[src/rtl/frame_dump_ctl.sv]
// frame_dump_ctl: counts video frames from a synchronized vertical sync and
// sequences a one-shot dump window plus a sticky end-of-run request.
module frame_dump_ctl #(
  parameter bit          LOADROM    = 1'b0,
  parameter logic [31:0] DUMP_START = 32'd0,
  parameter logic [31:0] DUMP_LEN   = 32'd0,
  parameter logic [31:0] MAX_FRAME  = 32'd0,
  parameter bit          VS_NEG     = 1'b1
) (
  input  logic        clk,
  input  logic        rst_n,
  input  logic        VGA_VS,
  input  logic        led,
  output logic [31:0] frame_cnt,
  output logic        frame_tick,
  output logic        dump_on,
  output logic        dump_start,
  output logic        dump_stop,
  output logic        finish
);

  // Frame number at which the window closes; wraps like the counter does.
  localparam logic [31:0] STOP_FRAME = DUMP_START + DUMP_LEN;

  typedef enum logic [1:0] {
    ST_WAIT  = 2'd0,
    ST_COUNT = 2'd1,
    ST_DUMP  = 2'd2,
    ST_DONE  = 2'd3
  } state_t;

  state_t      state;
  state_t      state_nxt;
  logic        vs_meta, vs_sync, vs_prev;
  logic        led_meta, led_sync, led_prev;
  logic        vs_edge, led_rise, led_fall;
  logic        done_once, done_once_nxt;
  logic [31:0] cnt_inc, cnt_nxt;
  logic        tick_nxt, start_nxt, stop_nxt;

  // Two-flop synchronizers plus a history register for edge detection.
  always_ff @(posedge clk or negedge rst_n) begin
    if (!rst_n) begin
      vs_meta  <= 1'b0;
      vs_sync  <= 1'b0;
      vs_prev  <= 1'b0;
      led_meta <= 1'b0;
      led_sync <= 1'b0;
      led_prev <= 1'b0;
    end else begin
      vs_meta  <= VGA_VS;
      vs_sync  <= vs_meta;
      vs_prev  <= vs_sync;
      led_meta <= led;
      led_sync <= led_meta;
      led_prev <= led_sync;
    end
  end

  // Edge strobes seen by the sequencer, one cycle wide each.
  always_comb begin
    vs_edge  = VS_NEG ? (vs_prev & ~vs_sync) : (~vs_prev & vs_sync);
    led_rise = ~led_prev & led_sync;
    led_fall = led_prev & ~led_sync;
    cnt_inc  = frame_cnt + 32'd1;
  end

  // Next-state and next-output decisions; finish outranks start and stop.
  always_comb begin
    state_nxt     = state;
    cnt_nxt       = frame_cnt;
    tick_nxt      = 1'b0;
    start_nxt     = 1'b0;
    stop_nxt      = 1'b0;
    done_once_nxt = done_once;
    case (state)
      ST_WAIT: begin
        if (!LOADROM || led_fall) begin
          if (DUMP_START == 32'd0) begin
            state_nxt = ST_DUMP;
            start_nxt = 1'b1;
          end else begin
            state_nxt = ST_COUNT;
          end
        end
      end
      ST_COUNT, ST_DUMP: begin
        if (LOADROM && led_rise) begin
          state_nxt     = ST_WAIT;
          cnt_nxt       = 32'd0;
          stop_nxt      = (state == ST_DUMP);
          done_once_nxt = 1'b0;
        end else if (vs_edge) begin
          tick_nxt = 1'b1;
          cnt_nxt  = cnt_inc;
          if ((MAX_FRAME != 32'd0) && (cnt_inc == MAX_FRAME)) begin
            state_nxt = ST_DONE;
            stop_nxt  = (state == ST_DUMP);
          end else if ((state == ST_COUNT) && !done_once && (cnt_inc == DUMP_START)) begin
            state_nxt = ST_DUMP;
            start_nxt = 1'b1;
          end else if ((state == ST_DUMP) && (DUMP_LEN != 32'd0) && (cnt_inc == STOP_FRAME)) begin
            state_nxt     = ST_COUNT;
            stop_nxt      = 1'b1;
            done_once_nxt = 1'b1;
          end
        end
      end
      ST_DONE: begin
        if (vs_edge) begin
          tick_nxt = 1'b1;
          cnt_nxt  = cnt_inc;
        end
      end
      default: state_nxt = ST_WAIT;
    endcase
  end

  // State, counter and all outputs are registered together.
  always_ff @(posedge clk or negedge rst_n) begin
    if (!rst_n) begin
      state      <= ST_WAIT;
      done_once  <= 1'b0;
      frame_cnt  <= 32'd0;
      frame_tick <= 1'b0;
      dump_on    <= 1'b0;
      dump_start <= 1'b0;
      dump_stop  <= 1'b0;
      finish     <= 1'b0;
    end else begin
      state      <= state_nxt;
      done_once  <= done_once_nxt;
      frame_cnt  <= cnt_nxt;
      frame_tick <= tick_nxt;
      dump_on    <= (state_nxt == ST_DUMP);
      dump_start <= start_nxt;
      dump_stop  <= stop_nxt;
      finish     <= (state_nxt == ST_DONE);
    end
  end

endmodule

[config.mk]
export PLATFORM = sky130hd
export DESIGN_NAME = frame_dump_ctl
export DESIGN_NICKNAME = d
export VERILOG_FILES = /design/src/rtl/frame_dump_ctl.sv
export SDC_FILE = /design/constraint.sdc
export NUM_CORES = 1
export LEC_CHECK = 0
export ABC_AREA = 1
export CORE_ASPECT_RATIO = 0.8
export CORE_MARGIN = 1
export CORE_UTILIZATION = 45
export CTS_CLUSTER_DIAMETER = 80
export DETAILED_ROUTE_END_ITERATION = 8
export PLACE_DENSITY = 0.68
export SLEW_MARGIN = 20
export SYNTH_ARGS = -nofsm -noshare
export SYNTH_HDL_FRONTEND = slang
export SYNTH_SLANG_ARGS = --single-unit
[constraint.sdc]
create_clock -name clk -period 2.2 [get_ports clk]
set_input_delay 0.33 -clock clk [delete_from_list [all_inputs] [get_ports clk]]
set_output_delay 0.33 -clock clk [all_outputs]
set_load 0.02 [all_outputs]
==> results of run 1 <==
-- Yosys cell counts, drive strengths merged --
| cell type | n |
|---|---|
| nand2 | 170 |
| nor2 | 62 |
| dfrtp | 41 |
| inv | 41 |
| o21ai | 30 |
| nand3 | 22 |
| ha | 6 |
| xor2 | 6 |
| clkbuf | 5 |
| nand3b | 5 |
| buf | 3 |
| nand4 | 3 |
| clkinv | 2 |
| and2 | 1 |
| conb | 1 |
| nor3 | 1 |
| or2 | 1 |
| xnor2 | 1 |
-- metal layers --
| metal | wire length (um) | part of all wire [%] | track usage (%) |
|---|---|---|---|
| met1 | 3340 | 53 | 35.0 |
| met5 | 0 | 0 | 0 |
| met2 | 2630 | 41 | 32.6 |
| met3 | 360 | 5.7 | 4.15 |
| met4 | 26 | 0.41 | 3.58 |
-- power breakdown --
part | leakage, uW | internal (uW) | total (uW) | switching, uW
registers | 0.000544 | 798 | 849 | 51.0
logic | 0.000831 | 166 | 401 | 235
clock network | 0.0000574 | 369 | 636 | 267
-- what timing repair did --
action / CTS / global route
endpoints found under the hold margin: 4 / 0
hold buffers: 1 / 0
resized for setup: 0 / 7
endpoints found under the setup margin: 0 / 4
-- flip-flops by register name (all words and copies together), names as in the netlist --
register,flops
dump_on,1
dump_start,1
finish,1
frame_cnt,32
frame_tick,1
state,2
vs_meta,1
vs_prev,1
vs_sync,1
-- kinds of logic (layout without fill, tap and decap cells) --
logic type / after synthesis / after routing / synth area share, %
xor+xnor: 7 / 7 / 2.26
fa+ha+maj: 6 / 6 / 2.77
compound gates: 30 / 30 / 5.54
flops: 41 / 41 / 37.9
other cells: 1 / 1 / 0.138
simple gates: 265 / 265 / 44.1
buf+inv: 51 / 97 / 7.34
-- cell type report --
type,instances,share of cell area [%]
Clock buffer,6,2.47
Clock inverter,2,1.12
Inverter,43,4.82
Multi-Input combinational cell,309,44.8
Sequential cell,41,30.8
Tap cell,78,2.92
Timing Repair Buffer,46,13.1
-- cells in the final DEF (no fill, tap or decap), types with 7 or more instances in the layout --
| cell type | netlist | final |
|---|---|---|
| dfrtp_1 | 41 | 38 |
| nor2_4 | 9 | 10 |
| nand2_1 | 160 | 160 |
| nand2_2 | 8 | 8 |
| o21ai_0 | 26 | 26 |
| nor2_2 | 10 | 13 |
| clkdlybuf4s50_1 | 0 | 37 |
| buf_4 | 2 | 7 |
| inv_1 | 41 | 41 |
| nor2_1 | 43 | 39 |
| nand3_1 | 21 | 21 |
-- per-stage QoR --
step                      total power [uW]  instance area (um^2)  hold WS, ns
final                                 1890                  3350        0.353
after global placement                1260                  3200        0.168
after floorplan                       1090                  2710       0.0344
after global routing                  1980                  3350        0.370
after CTS                             1910                  3330        0.357
after detailed placement              1260                  3200        0.169
-- worst paths after layout --
check / from / slack (ns) / endpoint / cells past startpoint
worst max-delay path: frame_cnt[15]$_DFFE_PN0P_ / 0.20 / dump_on$_DFF_PN0_ / 14
worst min register to register: vs_meta$_DFF_PN0_ / 0.35 / vs_sync$_DFF_PN0_ / 0
worst max register to register: frame_cnt[15]$_DFFE_PN0P_ / 0.20 / dump_on$_DFF_PN0_ / 14
min in group asynchronous: rst_n / 0.39 / frame_cnt[4]$_DFFE_PN0P_ / 2
worst min-delay path: vs_meta$_DFF_PN0_ / 0.35 / vs_sync$_DFF_PN0_ / 0
max in group asynchronous: rst_n / 1.31 / frame_cnt[2]$_DFFE_PN0P_ / 3
-- worst max-delay path, cell delays in order (launching register included) --
cell	delay, ns
dfrtp_1	0.44
nand2_1	0.12
nor2_2	0.17
nand2_1	0.12
nor2_1	0.16
nand2_1	0.07
nand2_1	0.06
nand2_1	0.06
nor2_1	0.18
nand2_1	0.09
nor2_2	0.14
nand4_2	0.14
nand3_2	0.09
nand2_1	0.05
inv_1	0.05
==> impl_results.md, run 1 <==
* Run status: completed
* Aggregate global-route resource usage at 22.4%
* Final-layout fill cell count at 569
* Required @ worst endpoint at roughly 2.4 ns
* Number of library cell types mapped by synthesis at 26
* Area enclosed by the die boundary at 6340 um^2
* Number of I/O port buffers at 38
* Clock-pin transition on the worst setup and hold timing paths at 0.08 ns
* Cell types occupying the most area after synthesis: dfrtp_1, nand2_1, nor2_1, inv_1, o21ai_0
* Area occupied by registers at 1030 um^2
* Worst min path class: reg -> reg
* Area overhead of the layout relative to synthesis at 23.5%
* Clk root buf: clkbuf_8
* Number of placement rows at 24
* Pre-CTS setup slack at ~0.20 ns
* Area of the multi-input gates at 1500 um^2
* Count of inserted antenna diode cells at 0
* Post-synthesis cell type with the largest combined area: dfrtp_1
* Warnings from Yosys at 0
* Die boundary height at 71.4 um
* Overflow left after global routing at 0
* WS Path Type: reg -> reg
* Startpoint type of the worst setup path: flop
* Count of routing violations after the opening detailed-route iteration at 164
* Number of endpoints with negative hold slack in the final report at 0
* Max FO, Critical Path at 5
* Last weighted congestion value of the routability-driven placer at around 0.86
* Synthesized area divided by synthesized cell count at 6.76 um^2
* Average detailed-routed wire length per instance at roughly 12 um
* Clock insertion delay at the later pin of the skew report at around 0.29 ns
* Detailed-router iteration count before antenna repair at 5
* Fin util at about three fifths
* Number of H-tree branching levels at 2
* Clk sinks at about 40
* Kind of end point of the critical path: flop
* Total core area at around 5600 um^2
* CTS tree: built
* Maximum Capacitance Violations at 0
* Antenna violations before repair at 0
* Power density cells at 564 nW/um^2
* Antenna Violating Nets Remaining at 0
* Post-route insts no fill at 525
* Setup violation total in the final timing report at 0
* Final clock period utilization by the worst path at 90.9%
* Number of design rule violations left after detail routing at 0
* Period minus WS final at approximately 2 ns
* Unrepaired setup endpoints after global routing: false
* Setup repair bufs after CTS at 0
* Nets in the synthesized netlist at 411
* Final Worst Setup Slack at between 0.2 and 0.25 ns
* Via count of the first global-routing pass at 2,288
* X dimension of the die at 88.7 um
* Avg Vias per Cell at ~4.9
* Post-synthesis cell area at ~2700 um^2
* Fmax achieved at 500 MHz
* Share of final-layout standard cells stronger than drive strength 1 at 12.3%
* Final clock skew at ~0.0066 ns
* Count of pins over their slew limit at 0
* Largest net degree at the start of global routing at 25
* Buffer depth of the longest clock path at 2
* Num CTS Buffers at 5
* Top-level port count at 41
* Total number of vias at ~2,600
* DRT Wirelength at between 6 and 7 mm
* Post-placement cell count at 516
* Worst IR drop on VDD at 0.344 mV
* Synthesized netlist cell count at 401
* Final setup TNS at 0 ns
* Global-route wire length before repair at 10.9 mm
* Synth Register Bits at 41
* Arrival time at the worst endpoint at 2.24 ns
* Leak at ~0.0014 uW
* Final HPWL DP at 5.07 mm
* Seq/Total Area, Yosys at between 30 and 40%
* Synth top area share at a little under two fifths
* Number of nets at the end of the flow at 456
* Initial Utilization at roughly half
(Power assumes the default switching activity.)
==> inputs of run 2 (changes only) <==
Settings changed: RECOVER_POWER from default to 50.
==> impl_results.md, run 2 (same netlist as run 1, synthesis figures left out) <==
* Startpoint type of the worst setup path: flop
* Power density cells at 566 nW/um^2
* Setup violation total in the final timing report at 0
* Final clock skew at 0.00662 ns
* Worst min path class: reg -> reg
* Clock insertion delay at the later pin of the skew report at 0.29 ns
* DRT Wirelength at 6.35 mm
* Final-layout fill cell count at 568
* Number of placement rows at 24
* Clk sinks at 41
* Max FO, Critical Path at 5
* Initial Utilization at a little under 50%
* Clock-pin transition on the worst setup and hold timing paths at 0.08 ns
* CTS tree: built
* Met3 Usage GRT at 4.15%
* Aggregate global-route resource usage at 22.4%
* Top-level port count at 41
* Final HPWL DP at a little over 5 mm
* Run status: completed
* Detailed-router iteration count before antenna repair at 4
* Global-route met2 utilization at about a third
* Total number of vias at between 2,000 and 3,000
* Total core area at between 5000 and 6000 um^2
* Die boundary height at 71.4 um
* Final clock period utilization by the worst path at approximately 91%
* Overall power at 1880 uW
* Post-route insts no fill at approximately 530
* Pre-CTS setup slack at 0.197 ns
* Global-route wire length before repair at 10.9 mm
* Period minus WS final at 2.01 ns
* Worst-case reg-to-reg path depth at 14
* Largest Register: frame_cnt
* Area enclosed by the die boundary at 6340 um^2
* Reg2reg end: dump_on$_DFF_PN0_
* Setup crit start: frame_cnt[15]$_DFFE_PN0P_
* Post-placement cell count at roughly 520
* Max-slew headroom at 27.4%
* R2r startpoint: frame_cnt[15]$_DFFE_PN0P_
* Antenna violations before repair at 0
* Maximum Capacitance Violations at 0
* Number of nets at the end of the flow at 456
* Number of I/O port buffers at 38
* Antenna Violating Nets Remaining at 0
* Final Worst Setup Slack at 0.191 ns
* Required @ worst endpoint at roughly 2.4 ns
* Number of endpoints with negative hold slack in the final report at 0
* WS Path Type: reg -> reg
* Leak at 0.00142 uW
* Worst IR drop on VDD at 0.344 mV
* Count of pins over their slew limit at 0
* Unrepaired setup endpoints after global routing: false
* Capturing element of the worst setup path: dump_on$_DFF_PN0_
* Top library cells by usage in the layout, fill and taps aside: nand2_1, inv_1, nor2_1
* Kind of end point of the critical path: flop
* Overflow left after global routing at 0
* Most frequent standard cell in the layout excluding fill and tap cells: nand2_1
* Number of H-tree branching levels at 2
* Gr busiest metal: met1
* Largest registers: frame_cnt x32, state x2
* X dimension of the die at 88.7 um
* Number of design rule violations left after detail routing at 0
* Buffer depth of the longest clock path at 2
* Fmax achieved at 498 MHz
* Largest net degree at the start of global routing at 25
* Arrival time at the worst endpoint at 2.25 ns
* Met1 GRT Util at between 30% and 40%
* Fin util at 59.3%
* Clk root buf: clkbuf_8
* Flip-flop count of the largest register after layout at 32
* Slew of the pin with the lowest slew margin at 1.09 ns
* Num CTS Buffers at 5
* Last weighted congestion value of the routability-driven placer at around 0.86
* Share of final-layout standard cells stronger than drive strength 1 at between 10% and 20%
* Avg Vias per Cell at 4.89
* Area overhead of the layout relative to synthesis at 23.0%
* Average detailed-routed wire length per instance at 12.1 um
* Count of inserted antenna diode cells at 0
* Via count of the first global-routing pass at 2,288
* Final setup TNS at 0 ns
* Count of routing violations after the opening detailed-route iteration at 167
* Reg-to-reg slack, setup at 0.19 ns
[run 2: worst min path at each step]
stage | to | startpoint | depth (start not counted)
detailed placement | frame_cnt[4]$_DFFE_PN0P_ | rst_n | 1
floorplan | dump_on$_DFF_PN0_ | rst_n | 0
global route | vs_sync$_DFF_PN0_ | vs_meta$_DFF_PN0_ | 0
finish | vs_sync$_DFF_PN0_ | vs_meta$_DFF_PN0_ | 0
global placement | frame_cnt[4]$_DFFE_PN0P_ | rst_n | 1
CTS | vs_sync$_DFF_PN0_ | vs_meta$_DFF_PN0_ | 0
[run 2: what timing repair did]
item / CTS / global route
resized for setup: 0 / 7
endpoints found under the setup margin: 0 / 4
hold buffers: 1 / 0
hold endpoints to repair: 4 / 0
buffers inserted: 0 / 0
[run 2: final cells by class]
class	instances	area, um^2	area share (%)
Timing Repair Buffer	46	425	12.8
Tap cell	78	97.6	2.93
Clock inverter	2	37.5	1.13
Inverter	43	161	4.85
Multi-Input combinational cell	309	1500	44.9
Sequential cell	41	1030	30.9
Clock buffer	6	82.6	2.48
[run 2: routing by layer]
| metal | routed length [um] | up-vias |
|---|---|---|
| met5 | 0 | - |
| met4 | 26 | 0 |
| met3 | 379 | 4 |
| met2 | 2610 | 72 |
| met1 | 3330 | 1169 |
| li1 | - | 1323 |
[run 2: worst max-delay path: stages, from the launching register on]
cell     delay [ns]
dfrtp_1        0.44
nand2_1        0.12
nor2_2         0.18
nand2_1        0.12
nor2_1         0.17
nand2_1        0.07
nand2_1        0.06
nand2_1        0.06
nor2_1         0.18
nand2_1        0.09
nor2_2         0.14
nand4_2        0.14
nand3_2        0.09
nand2_1        0.05
inv_1          0.05
[run 2: per-stage QoR]
step	hold slack, ns	cell area [um^2]
floorplan	0.0344	2710
global placement	0.168	3200
detailed placement	0.169	3200
CTS	0.357	3330
global route	0.370	3330
finish	0.353	3330
[run 2: power by group]
group          internal (uW)  total [uW]  switching, uW
combinational            162         397            235
clock                    369         638            269
sequential               798         849           50.7
==> inputs of run 3 (changes only) <==
==> constraint.sdc (replaced) <==
create_clock -name clk -period 2.2 [get_ports clk]
set_input_delay 0.44 -clock clk [delete_from_list [all_inputs] [get_ports clk]]
set_output_delay 0.44 -clock clk [all_outputs]
set_load 0.02 [all_outputs]
==> impl_results.md, run 3 (same netlist as run 1, synthesis figures left out) <==
* Final setup TNS at 0 ns
* Die boundary height at between 70 and 80 um
* CTS tree: built
* Power density cells at between 500 and 600 nW/um^2
* Top-level port count at ~40
* Average detailed-routed wire length per instance at 12.3 um
* Net Sw Power at 578 uW
* Largest registers: frame_cnt x32, state x2
* Number of I/O port buffers at 38
* Setup repair bufs after CTS at 0
* Fmax achieved at ~490 MHz
* Slew of the pin with the lowest slew margin at just over 1 ns
* Kind of end point of the critical path: flop
* Worst min path class: reg -> reg
* Buffer depth of the longest clock path at 2
* Startpoint type of the worst setup path: flop
* Met1 WL at 3.31 mm
* Most frequent standard cell in the layout excluding fill and tap cells: nand2_1
* Largest Register: frame_cnt
* Global-route wire length before repair at 10.8 mm
* Clk sinks at 41
* Register share of total power at between 40% and 50%
* Run status: completed
* Setup violation total in the final timing report at 0
* Number of H-tree branching levels at 2
* Final clock skew at 0.00665 ns
* Total number of vias at 2,550
* DRT Wirelength at 6.45 mm
* Chain of cells forming the critical path: nand2_1, nor2_1, nand2_1, nor2_1, nand2_1, nand2_1, nand2_1, nor2_1, nand2_1, nor2_2, nand4_2, nand3_2, nand2_1, inv_1
* Number of design rule violations left after detail routing at 0
* Avg Vias per Cell at 4.88
* Top library cells by usage in the layout, fill and taps aside: nand2_1, nor2_1, inv_1
* Maximum Capacitance Violations at 0
* Area overhead of the layout relative to synthesis at 21.9%
* Max-slew headroom at 31.3%
* Net Sw Frac at a little under a third
* Num CTS Buffers at 5
* Area enclosed by the die boundary at 6340 um^2
* Via count of the first global-routing pass at 2,296
* Clock-pin transition on the worst setup and hold timing paths at approximately 0.090 ns
* Total of hold buffers inserted after clock tree synthesis at 0
* Flip-flop count of the largest register after layout at 32
* Most numerous cell on the critical path: nand2_1
* Buffers and inverters on the worst path at 1
* Leak at 0.00142 uW
* Wire length on met2 at 2.74 mm
* Count of inserted antenna diode cells at 0
* Top cell family by delay on the critical path: simple AND/OR/NAND/NOR gates
* Antenna Violating Nets Remaining at 0
* Gate power share at a little over a fifth
* Required @ worst endpoint at roughly 2.5 ns
* WS Path Type: reg -> reg
* Final HPWL DP at about 4.9 mm
* Peak per-stage delay on the critical path at between 0.4 and 0.5 ns
* Initial Utilization at 48.2%
* Overall power at 1880 uW
* Worst IR drop on VDD at 0.334 mV
* Reg-to-reg slack, setup at about 0.18 ns
* Worst hold slack at 0.360 ns
* Count of routing violations after the opening detailed-route iteration at 166
* Max FO, Critical Path at 5
* Number of placement rows at 24
* Final clock period utilization by the worst path at 92.0%
* Total core area at between 5000 and 6000 um^2
* Clock insertion delay at the later pin of the skew report at 0.31 ns
* Last weighted congestion value of the routability-driven placer at between 0.8 and 0.9
* Overflow left after global routing at 0
* Slowest-stage cell, CP: dfrtp_1
* Share of final-layout standard cells stronger than drive strength 1 at 11.0%
* Final Worst Setup Slack at 0.177 ns
* Clk root buf: clkbuf_8
* Period minus WS final at slightly above 2 ns
* Largest net degree at the start of global routing at 42
* Unrepaired setup endpoints after global routing: false
* Detailed-router iteration count before antenna repair at 5
* Detailed-routed wire length on met3 at 343 um
* Fin util at about three fifths
* Pre-CTS setup slack at 0.167 ns
* Internal power summed over all cells at 1300 uW
* X dimension of the die at 88.7 um
* Count of pins over their slew limit at 0
* Top metal layer carrying routed signals: met4
* Antenna violations before repair at 0
* Number of endpoints with negative hold slack in the final report at 0
* Fraction of power consumed by the clock network at approximately 34%
* Arrival time at the worst endpoint at 2.27 ns
* Number of nets at the end of the flow at 454
* Aggregate global-route resource usage at 22.5%
run 3: cell type report:
type	count	area, um^2
multi-input combinational	309	1490
fill	545	2310
tap	78	97.6
clock inverter	3	46.3
sequential	41	1030
clock buffer	5	68.8
inverter	43	161
timing repair buffer	44	412
run 3: worst paths after layout:
kind                                           start                        to  depth (start not counted)
max                        frame_cnt[15]$_DFFE_PN0P_         dump_on$_DFF_PN0_                         14
min                                vs_meta$_DFF_PN0_         vs_sync$_DFF_PN0_                          0
max reg2reg                frame_cnt[15]$_DFFE_PN0P_         dump_on$_DFF_PN0_                         14
min reg2reg                        vs_meta$_DFF_PN0_         vs_sync$_DFF_PN0_                          0
max in group asynchronous                      rst_n  frame_cnt[2]$_DFFE_PN0P_                          2
min in group asynchronous                      rst_n  frame_cnt[5]$_DFFE_PN0P_                          2
run 3: power by group through the flow:
stage	sequential [uW]	combinational, uW	clock [uW]
global placement	861	394	0
global route	860	436	677
CTS	848	404	645
detailed placement	862	405	0
finish	849	395	633
floorplan	925	167	0
run 3: per-layer routing:
layer | GRT usage, % | vias up
li1 | - | 1318
met1 | 34.2 | 1146
met2 | 33.0 | 79
met3 | 3.57 | 7
met4 | 6.09 | 0
met5 | 0 | -
run 3: through the flow:
stage	area (um^2)	std cells
after floorplan	2710	401
after global placement	3190	515
after detailed placement	3190	515
after CTS	3310	523
after global routing	3300	523
final	3300	523
run 3: worst register-to-register path, cell delays in order, from the launching register on:
cell     delay, ns
dfrtp_1       0.43
nand2_1       0.10
nor2_1        0.20
nand2_1       0.14
nor2_1        0.17
nand2_1       0.07
nand2_1       0.06
nand2_1       0.07
nor2_1        0.18
nand2_1       0.10
nor2_2        0.14
nand4_2       0.14
nand3_2       0.09
nand2_1       0.05
inv_1         0.05
run 3: repair_timing:
| item | CTS | global route |
|---|---|---|
| resized for setup | 0 | 3 |
| setup endpoints to repair | 0 | 2 |
| endpoints found under the hold margin | 0 | 0 |
